`src/rtl/tmds_pkg.sv`:
```
// Shared TMDS definitions: symbol type, control tokens, aligner states and
// the serializer-side clock-channel pattern.
package tmds_pkg;

    // One 10-bit TMDS symbol, bit 0 is the first bit on the wire.
    typedef logic [9:0] tmds_symbol_t;

    // The four control tokens (C1,C0 = 00, 01, 10, 11), written bit 9..0.
    localparam tmds_symbol_t CTRL_TOKEN_00 = 10'b1101010100;
    localparam tmds_symbol_t CTRL_TOKEN_01 = 10'b0010101011;
    localparam tmds_symbol_t CTRL_TOKEN_10 = 10'b0101010100;
    localparam tmds_symbol_t CTRL_TOKEN_11 = 10'b1010101011;

    // Word the transmit serializer sends on the clock channel (5 low, 5 high).
    localparam tmds_symbol_t TMDS_CLK_PATTERN = 10'b0000011111;

    // Per-channel alignment state.
    typedef enum logic [1:0] {
        SEARCH = 2'd0,
        VERIFY = 2'd1,
        LOCKED = 2'd2
    } align_state_e;

    // True when the symbol is one of the four control tokens.
    function automatic logic is_ctrl_token(input tmds_symbol_t sym);
        return (sym == CTRL_TOKEN_00) || (sym == CTRL_TOKEN_01) ||
               (sym == CTRL_TOKEN_10) || (sym == CTRL_TOKEN_11);
    endfunction

endpackage : tmds_pkg

```
`src/rtl/tmds_channel_aligner.sv`:
```
// Single-channel TMDS word aligner.
// Slides a 10-bit window over two consecutive raw words, hunts for a run of
// control tokens at each bit offset and locks onto the offset that yields one.
// Optional lock-loss counter: define TMDS_WORD_ALIGNER_LOSS_COUNT_EN.
module tmds_channel_aligner
    import tmds_pkg::*;
#(
    parameter int CTRL_RUN     = 8,
    parameter int DWELL_CYCLES = 4096,
    parameter int LOCK_TIMEOUT = 8192
) (
    input  logic         clk_pixel,
    input  logic         reset,
    input  tmds_symbol_t raw_i,
`ifdef TMDS_WORD_ALIGNER_LOSS_COUNT_EN
    input  logic         clear_loss_count_i,
    output logic [15:0]  lock_loss_count_o,
`endif
    output tmds_symbol_t aligned_o,
    output logic         ctrl_token_o,
    output logic         locked_o,
    output logic [3:0]   bit_offset_o
);

    // Compare values sized to the counters they are checked against.
    localparam logic [15:0] DWELL_LAST = 16'(DWELL_CYCLES - 1);
    localparam logic [7:0]  RUN_TARGET = 8'(CTRL_RUN);
    localparam logic [15:0] GAP_LAST   = 16'(LOCK_TIMEOUT - 1);

    // Datapath registers.
    tmds_symbol_t prev_q;
    tmds_symbol_t aligned_q;
    logic         ctrl_token_q;

    // FSM state and counters.
    align_state_e state_q, state_d;
    logic [3:0]   bit_offset_q, bit_offset_d;
    logic [15:0]  dwell_q, dwell_d;
    logic [7:0]   run_q, run_d;
    logic [15:0]  gap_q, gap_d;

    // Window signals.
    logic [19:0]  window_cat;
    tmds_symbol_t candidate;
    logic         token_c;

    // Helpers for the next-state logic.
    logic         dwell_expired;
    logic [3:0]   offset_next;
    logic [7:0]   run_inc;

    // Slide a 10-bit window across {current, previous} and classify it.
    always_comb begin
        window_cat = {raw_i, prev_q};
        candidate  = 10'(window_cat >> bit_offset_q);
        token_c    = is_ctrl_token(candidate);
    end

    // Capture the previous raw word and the registered aligned symbol.
    always_ff @(posedge clk_pixel or negedge reset) begin
        if (!reset) begin
            prev_q       <= '0;
            aligned_q    <= '0;
            ctrl_token_q <= 1'b0;
        end else begin
            // NOTE: non-blocking so every flop samples pre-edge values together.
            prev_q       <= raw_i;
            aligned_q    <= candidate;
            ctrl_token_q <= token_c;
        end
    end

    // FSM state register and counters.
    always_ff @(posedge clk_pixel or negedge reset) begin
        if (!reset) begin
            state_q      <= SEARCH;
            bit_offset_q <= '0;
            dwell_q      <= '0;
            run_q        <= '0;
            gap_q        <= '0;
        end else begin
            state_q      <= state_d;
            bit_offset_q <= bit_offset_d;
            dwell_q      <= dwell_d;
            run_q        <= run_d;
            gap_q        <= gap_d;
        end
    end

    // Next-state logic: hunt, verify a run of tokens, then hold lock.
    always_comb begin
        // NOTE: defaults first so every path assigns every _d signal; no latches.
        state_d      = state_q;
        bit_offset_d = bit_offset_q;
        dwell_d      = dwell_q;
        run_d        = run_q;
        gap_d        = gap_q;

        // A token seen on the last dwell cycle carries dwell one past the
        // limit into VERIFY, so expiry is a >= test.
        dwell_expired = (dwell_q >= DWELL_LAST);
        offset_next   = (bit_offset_q == 4'd9) ? 4'd0 : bit_offset_q + 4'd1;
        run_inc       = run_q + 8'd1;

        unique case (state_q)
            SEARCH: begin
                if (token_c) begin
                    state_d = VERIFY;
                    run_d   = 8'd1;
                    dwell_d = dwell_q + 16'd1;
                end else if (dwell_expired) begin
                    bit_offset_d = offset_next;
                    dwell_d      = '0;
                end else begin
                    dwell_d = dwell_q + 16'd1;
                end
            end

            VERIFY: begin
                dwell_d = dwell_q + 16'd1;
                if (token_c && (run_inc == RUN_TARGET)) begin
                    // Completing the run takes priority over a dwell expiry.
                    state_d = LOCKED;
                    run_d   = run_inc;
                    gap_d   = '0;
                end else if (dwell_expired) begin
                    state_d      = SEARCH;
                    bit_offset_d = offset_next;
                    dwell_d      = '0;
                    run_d        = '0;
                end else if (token_c) begin
                    run_d = run_inc;
                end else begin
                    // Broken run: retry this offset, dwell keeps counting.
                    state_d = SEARCH;
                    run_d   = '0;
                end
            end

            LOCKED: begin
                if (token_c) begin
                    gap_d = '0;
                end else if (gap_q == GAP_LAST) begin
                    state_d = SEARCH;
                    dwell_d = '0;
                    run_d   = '0;
                    gap_d   = '0;
                end else begin
                    gap_d = gap_q + 16'd1;
                end
            end

            default: begin
                state_d = SEARCH;
            end
        endcase
    end

    // Outputs decoded from registered state.
    always_comb begin
        aligned_o    = aligned_q;
        ctrl_token_o = ctrl_token_q;
        locked_o     = (state_q == LOCKED);
        bit_offset_o = bit_offset_q;
    end

`ifdef TMDS_WORD_ALIGNER_LOSS_COUNT_EN
    logic [15:0] loss_count_q;
    logic        loss_event;

    assign loss_event        = (state_q == LOCKED) && (state_d == SEARCH);
    assign lock_loss_count_o = loss_count_q;

    // Saturating count of LOCKED->SEARCH drops; clear beats increment.
    always_ff @(posedge clk_pixel or negedge reset) begin
        if (!reset) begin
            loss_count_q <= '0;
        end else if (clear_loss_count_i) begin
            loss_count_q <= '0;
        end else if (loss_event && (loss_count_q != 16'hFFFF)) begin
            loss_count_q <= loss_count_q + 16'd1;
        end
    end
`endif

endmodule : tmds_channel_aligner

```
`src/rtl/tmds_word_aligner.sv`:
```
// TMDS receive word aligner: one independent aligner per data channel plus
// a registered all-channels-locked flag. No inter-channel deskew.
// Optional lock-loss counters: define TMDS_WORD_ALIGNER_LOSS_COUNT_EN.
module tmds_word_aligner
    import tmds_pkg::*;
#(
    parameter int NUM_CHANNELS = 3,
    parameter int CTRL_RUN     = 8,
    parameter int DWELL_CYCLES = 4096,
    parameter int LOCK_TIMEOUT = 8192
) (
    input  logic                          clk_pixel,
    input  logic                          reset,
    input  logic [NUM_CHANNELS-1:0][9:0]  tmds_raw,
`ifdef TMDS_WORD_ALIGNER_LOSS_COUNT_EN
    input  logic                          clear_loss_count,
    output logic [NUM_CHANNELS-1:0][15:0] lock_loss_count,
`endif
    output logic [NUM_CHANNELS-1:0][9:0]  tmds_aligned,
    output logic [NUM_CHANNELS-1:0]       ctrl_token,
    output logic [NUM_CHANNELS-1:0]       locked,
    output logic                          all_locked,
    output logic [NUM_CHANNELS-1:0][3:0]  bit_offset
);

    logic all_locked_q;

    for (genvar g = 0; g < NUM_CHANNELS; g++) begin : g_chan
        tmds_channel_aligner #(
            .CTRL_RUN     (CTRL_RUN),
            .DWELL_CYCLES (DWELL_CYCLES),
            .LOCK_TIMEOUT (LOCK_TIMEOUT)
        ) u_aligner (
            .clk_pixel          (clk_pixel),
            .reset              (reset),
            .raw_i              (tmds_raw[g]),
`ifdef TMDS_WORD_ALIGNER_LOSS_COUNT_EN
            .clear_loss_count_i (clear_loss_count),
            .lock_loss_count_o  (lock_loss_count[g]),
`endif
            .aligned_o          (tmds_aligned[g]),
            .ctrl_token_o       (ctrl_token[g]),
            .locked_o           (locked[g]),
            .bit_offset_o       (bit_offset[g])
        );
    end

    // Register the AND of all lock bits so it trails them by one cycle.
    always_ff @(posedge clk_pixel or negedge reset) begin
        if (!reset) begin
            all_locked_q <= 1'b0;
        end else begin
            all_locked_q <= &locked;
        end
    end

    assign all_locked = all_locked_q;

endmodule : tmds_word_aligner
```
`config.mk`:
```
export PLATFORM = sky130hd
export DESIGN_NAME = tmds_word_aligner
export DESIGN_NICKNAME = d
export VERILOG_FILES = /design/src/rtl/tmds_pkg.sv /design/src/rtl/tmds_channel_aligner.sv /design/src/rtl/tmds_word_aligner.sv
export SDC_FILE = /design/constraint.sdc
export NUM_CORES = 1
export LEC_CHECK = 0
export ABC_AREA = 0
export CORE_UTILIZATION = 60
export DETAILED_ROUTE_END_ITERATION = 7
export DONT_BUFFER_PORTS = 1
export PLACE_DENSITY_LB_ADDON = 0.3
export SLEW_MARGIN = 20
export SYNTH_ARGS = -nofsm -noshare
export SYNTH_HDL_FRONTEND = slang
export SYNTH_SLANG_ARGS = --single-unit
export TNS_END_PERCENT = 20
```
`constraint.sdc`:
```
create_clock -name clk_pixel -period 4 [get_ports clk_pixel]
set_clock_uncertainty 0.05 [all_clocks]
set_input_delay 0.8 -clock clk_pixel [delete_from_list [all_inputs] [get_ports clk_pixel]]
set_output_delay 0.8 -clock clk_pixel [all_outputs]
set_load 0.02 [all_outputs]
```
Word level (Yosys, flattened, before mapping) --
Index checks and enable logic that the tools add are counted. Widths: inputs -> output; s select.
Storage, ports and cells: logic and storage cells 218, flip-flop bits (word level) 202, input port bits 32
Operators by class: equal/unequal tests 48, shifts and indexed selects 3, reduce and logical (&&, ||, !) cells 40, magnitude comparators 3, mux-type cells 87, $add $sub $neg 12
Operator list (count):
- $mux 16 | 24
- $mux 8 | 18
- $pmux 16 s3 | 3
- $add 16x1->16 const B | 6
- $pmux 16 s2 | 3
- $pmux 8 s3 | 3
- $eq 10x10->1 const B | 6
- $shr 20x4->10 | 3
- $eq 16x13->1 const B | 3
- $ge 16x12->1 const B | 3
- $mux 4 | 12
- $mux 2 | 18
- $eq 10x8->1 const B | 3
- $eq 10x9->1 const B | 3
- $add 8x1->8 const B | 3
- $eq 8x4->1 const B | 3
- $ne 2x2->1 const B | 12
- $pmux 4 s2 | 3
- $reduce_and 4->1 | 6
- $reduce_and 3->1 | 7
- $pmux 2 s3 | 3
- $add 4x1->4 const B | 3
- $eq 4x4->1 const B | 3
- $ne 2x1->1 const B | 6
- 9 further kinds | 36

Longest topological paths before layout --
word-level depth 9, mapped depth 14, depth with buffers taken out 10

By module --
Synthesis repeated with hierarchy kept, for this count alone.
Unflattened totals: cell total of the unflattened synthesis 1291, area, all modules 13033.8 sq um
By module, submodules not included:
- tmds_channel_aligner (g_chan[0].u_aligner ...) | area an instance 4481.8 sq um, cells an instance 443, times used 2
- tmds_channel_aligner (g_chan[2].u_aligner) | area an instance 4038.9 sq um, cells an instance 403, times used 1
- tmds_word_aligner | area an instance 31.3 sq um, cells an instance 2, times used 1

Worst setup path before layout --
OpenSTA, ideal clock, no wires.
kind input-to-reg, start point in tmds_raw[5] in the netlist's numbering, end point reg g_chan[0].u_aligner.dwell_q[5], arrival time 3.270 ns, slack 0.576 ns, required time 3.846 ns, setup time 0.104 ns, cell stages on the path 9, path through mux4_2 > a221oi_1 > nand3_1 > a211o_1 > or4b_4 > a32o_1 > or2_1 > buf_6 > o41ai_4
On the way: word-level cells in the longest chain between the ends 8, elaborated cells on any way between the ends 14, classes of those cells eq/ne (5); shift (1); mux (3); reduce/logical (5)
Ends and longest elaborated chain:
- from (decl) | line tmds_word_aligner.sv:14 | input logic [NUM_CHANNELS-1:0][9:0] tmds_raw,
- $shr 20x4->10 (*) | line tmds_channel_aligner.sv:55 | candidate = 10'(window_cat >> bit_offset_q);
- $eq 10x10->1 or $eq 10x8->1 (tied branches) | line tmds_pkg.sv:26 | return (sym == CTRL_TOKEN_00) || (sym == CTRL_TOKEN_01) ||
- $logic_or 1x1->1 (2 in series) | line tmds_pkg.sv:26
- $logic_or 1x1->1 (*) | line tmds_pkg.sv:27 | (sym == CTRL_TOKEN_10) || (sym == CTRL_TOKEN_11);
- $logic_and 1x1->1 | line tmds_channel_aligner.sv:121 | if (token_c && (run_inc == RUN_TARGET)) begin
- $mux 16 | line tmds_channel_aligner.sv:121
- $pmux 16 s3 | line tmds_channel_aligner.sv:105 | unique case (state_q)
- to (signal assigned) | line tmds_channel_aligner.sv:84 | dwell_q <= dwell_d;
- to (decl) | line tmds_channel_aligner.sv:38 | logic [15:0] dwell_q, dwell_d;
Every way passes the cells marked *; elsewhere a longest branch is shown, timed or not. A chain may end at the register's enable or synchronous reset.

Worst setup path after layout --
start point reg g_chan[0].u_aligner.bit_offset_q[1], end point reg g_chan[0].u_aligner.dwell_q[7]
On the way: word-level cells in the longest chain between the ends 8, elaborated cells on any way between the ends 14, classes of those cells eq/ne (5); shift (1); mux (3); reduce/logical (5)
Ends and longest elaborated chain:
- from (decl) | line tmds_channel_aligner.sv:37 | logic [3:0] bit_offset_q, bit_offset_d;
- from (signal assigned) | line tmds_channel_aligner.sv:83 | bit_offset_q <= bit_offset_d;
- $shr 20x4->10 (*) | line tmds_channel_aligner.sv:55
- $eq 10x10->1 or $eq 10x8->1 (tied branches) | line tmds_pkg.sv:26
- $logic_or 1x1->1 (2 in series) | line tmds_pkg.sv:26
- $logic_or 1x1->1 (*) | line tmds_pkg.sv:27
- $logic_and 1x1->1 | line tmds_channel_aligner.sv:121
- $mux 16 | line tmds_channel_aligner.sv:121
- $pmux 16 s3 | line tmds_channel_aligner.sv:105
Marks and branches as above.

==> metrics.txt <==
outcome=finished, violations left; failing checks=negative hold slack; gpl congestion=around 0.9; Vias per Instance=6.59; # fillers=roughly 1.6k; clock-pin slew on the worst setup and hold paths=roughly 60 ps; Synth warnings=0; area share of the largest cell type after synthesis=39.1%; number of synthesized flops with an enable pin=0; via count=10.6k; peak supply drop=between 0.3 and 0.4 mV; core area=roughly 0.021 sq mm; final hold vios=around 200; most common flop cell mapped by yosys=dfrtp_1; Slowest-stage cell, CP=dfrtp_1; Synth cell types=between 70 and 80; critical path launch point type=register; Num CTS Buffers=23; register area share after synthesis=around two fifths; share of post-route cells with drive strength above 1=approximately 14%; H-tree depth=1; setup total negative slack=0 ps; placed inst area=between 0.01 and 0.015 sq mm; Critical Path AT=4150 ps; first-pass GRT wire length=49000 um; max incr delay on CP=roughly 660 ps; syn_nets=roughly 1.4k; Rows=53; Die Area=0.0221 sq mm; Yosys top cell by area=dfrtp_1; Die Y=about 150 um; crit share post-route=between 90 and 100%; largest net degree at the start of global routing=203; Starting Density=between 60 and 70%; Crit Path Class=reg2reg; # Max-Cap Violations=0; Seq cells post-synth=about 200; most frequent cell after synthesis=dfrtp_1; grt ovf=0; IO Pins=slightly above 80; delay-heaviest family, CP=compound AO/OA/AOI/OAI gates; Crit path required time=about 4400 ps; Crit. End Element=register; Synth Cell Area=between 0.01 and 0.015 sq mm; Pleak=about 0.0058 uW; fin nets=approximately 1.4k; Worst R2R Start=g_chan[0].u_aligner.bit_offset_o[1]; RSZ-0062 raised after global routing=false; synthesized instance count=between 1k and 1.5k; final instance area=0.0140 sq mm; DP Worst Slack=around 210 ps; Power Density=between 300 and 400 mW/mm^2; Max Freq=264 MHz; Setup-failing EPs final=0; vias in the first global route=between 10k and 15k; routed wire length=between 20000 and 30000 um; overall routing resource usage=26.5%; class of the worst hold path=in2async; worst-case clock buffer depth=3; ANT nets after route=0; area grow syn2layout=8.10%; Sink Count=between 200 and 250; CTS tree=built; Slew @ Worst Pin=just over 1000 ps; crit path time final=roughly 3800 ps; Skew-Pair Late Insertion Delay=520 ps; DRC=0; critical path, cell by cell=buf_4 -> mux4_2 -> a22o_1 -> a211oi_2 -> nand4_1 -> or4b_4 -> a31oi_2 -> nor2_1 -> buf_4 -> a22o_1; reg-to-reg slack, setup=210 ps; # diodes=0; Buf/Inv on CP=2; # port buffers=0; RR Endpoint=g_chan[0].u_aligner.dwell_q[7]; Synth Area per Inst=approximately 9.7 sq um; Reg2Reg Depth=10; Async S/R FF share, synth=100%; clk root buf=clkbuf_16; Post-CTS Setup Bufs=0; initial detailed-routing violation count=770; DP HPWL=between 15000 and 20000 um; DR WL/cell=about 18 um; final total power=approximately 5300 uW; Die Span X=approximately 150 um; initial antenna violation count=0; Rel. slew slack=a little under a third; Final Slew Violations=0; WHS=-67.4 ps; largest fanout on the critical path=14; fin worst setup slack=208 ps; router iterations before antenna repair=5; most frequent cells after synthesis=dfrtp_1 (202), nand2_1 (124), nand3_1 (122), inv_1 (82), nor2_1 (76); Synth area leaders=dfrtp_1 (39%), mux4_2 (11%), nand3_1 (4.7%)
per-layer routing:
| layer | share of wire, % | wire, um | GRT usage, % | vias up |
|---|---|---|---|---|
| li1 | - | - | - | 5034 |
| met1 | 45 | 12900 | 38.6 | 5224 |
| met2 | 48 | 13800 | 42.1 | 335 |
| met3 | 5.7 | 1630 | 3.67 | 43 |
| met4 | 1.6 | 460 | 6.84 | 0 |
| met5 | 0 | 0 | 0 | - |
flip-flops by register name, summed over array words and instances, names as in the netlist:
signal                         cells
all_locked                         1
g_chan.u_aligner.bit_offset_o     12
g_chan.u_aligner.run_q            24
g_chan.u_aligner.gap_q            48
g_chan.u_aligner.prev_q           30
g_chan.u_aligner.state_q           6
g_chan.u_aligner.dwell_q          48
g_chan.u_aligner.aligned_o        30
g_chan.u_aligner.ctrl_token_o      3
power by group:
group / leakage, uW / switching [uW] / internal (uW)
Sequential: 0.00254 / 187 / 2180
Combinational: 0.00290 / 479 / 399
Clock: 0.000348 / 829 / 1210
how the worst max path moves through the flow:
stage / depth (start not counted) / start / slack, ps / endpoint
floorplan: 9 / tmds_raw[5] / 580 / g_chan[0].u_aligner.dwell_q[5]
global placement: 8 / tmds_raw[19] / 250 / g_chan[1].u_aligner.dwell_q[0]
detailed placement: 8 / tmds_raw[19] / 210 / g_chan[1].u_aligner.dwell_q[0]
CTS: 9 / g_chan[1].u_aligner.bit_offset_o[1] / 150 / g_chan[1].u_aligner.dwell_q[0]
global route: 9 / g_chan[0].u_aligner.bit_offset_o[1] / 20 / g_chan[0].u_aligner.dwell_q[5]
finish: 10 / g_chan[0].u_aligner.bit_offset_o[1] / 210 / g_chan[0].u_aligner.dwell_q[7]
kinds of logic (layout without fill, tap and decap cells):
logic type / Yosys count / count (layout) / synth area share (%)
AO/OA/AOI/OAI: 291 / 291 / 16.0
multiplexers: 104 / 104 / 14.6
flip-flops: 202 / 202 / 39.1
buffers and inverters: 159 / 159 / 5.29
adder cells (fa/ha/maj): 24 / 24 / 2.32
XOR/XNOR: 8 / 8 / 0.542
AND/OR/NAND/NOR: 551 / 551 / 22.1
repair_timing:
action                                  CTS  global route
endpoints found under the setup margin    0            28
endpoints found under the hold margin   202           202
resized for setup                         0             4
area by class of cell:
cell class | instances | area, sq um | area share, %
inverter | 82 | 308 | 2.20
sequential | 202 | 5060 | 36.2
timing repair buffer | 40 | 350 | 2.51
multi-input combinational | 978 | 7200 | 51.5
clock inverter | 4 | 51.3 | 0.367
tap | 275 | 344 | 2.46
clock buffer | 33 | 663 | 4.75
worst register-to-register path, cell delays in order (launching register included):
cell,delay [ps]
dfrtp_1,660
buf_4,310
mux4_2,330
a22o_1,250
a211oi_2,300
nand4_1,200
or4b_4,600
a31oi_2,410
nor2_1,180
buf_4,200
a22o_1,200
placed cells by master (no fill, tap or decap), drive strengths merged, types with 28 or more instances in the layout:
cell type / netlist / layout
inv: 82 / 83
nand3: 122 / 122
nor2b: 28 / 28
nor2: 76 / 76
o21ai: 53 / 53
mux4: 65 / 65
nand4: 42 / 42
a21oi: 47 / 47
dfrtp: 202 / 202
and3: 28 / 28
nand2: 124 / 124
clkbuf: 39 / 33
buf: 38 / 40
a22o: 28 / 28
through the flow:
step	util, %	cells
6_report	66.3	1614
5_1_grt	66.3	1614
4_1_cts	66.2	1614
3_5_place_dp	62.8	1577
3_3_place_gp	62.8	1577
2_1_floorplan	-	1339
Power figures use the tool's default switching activity.
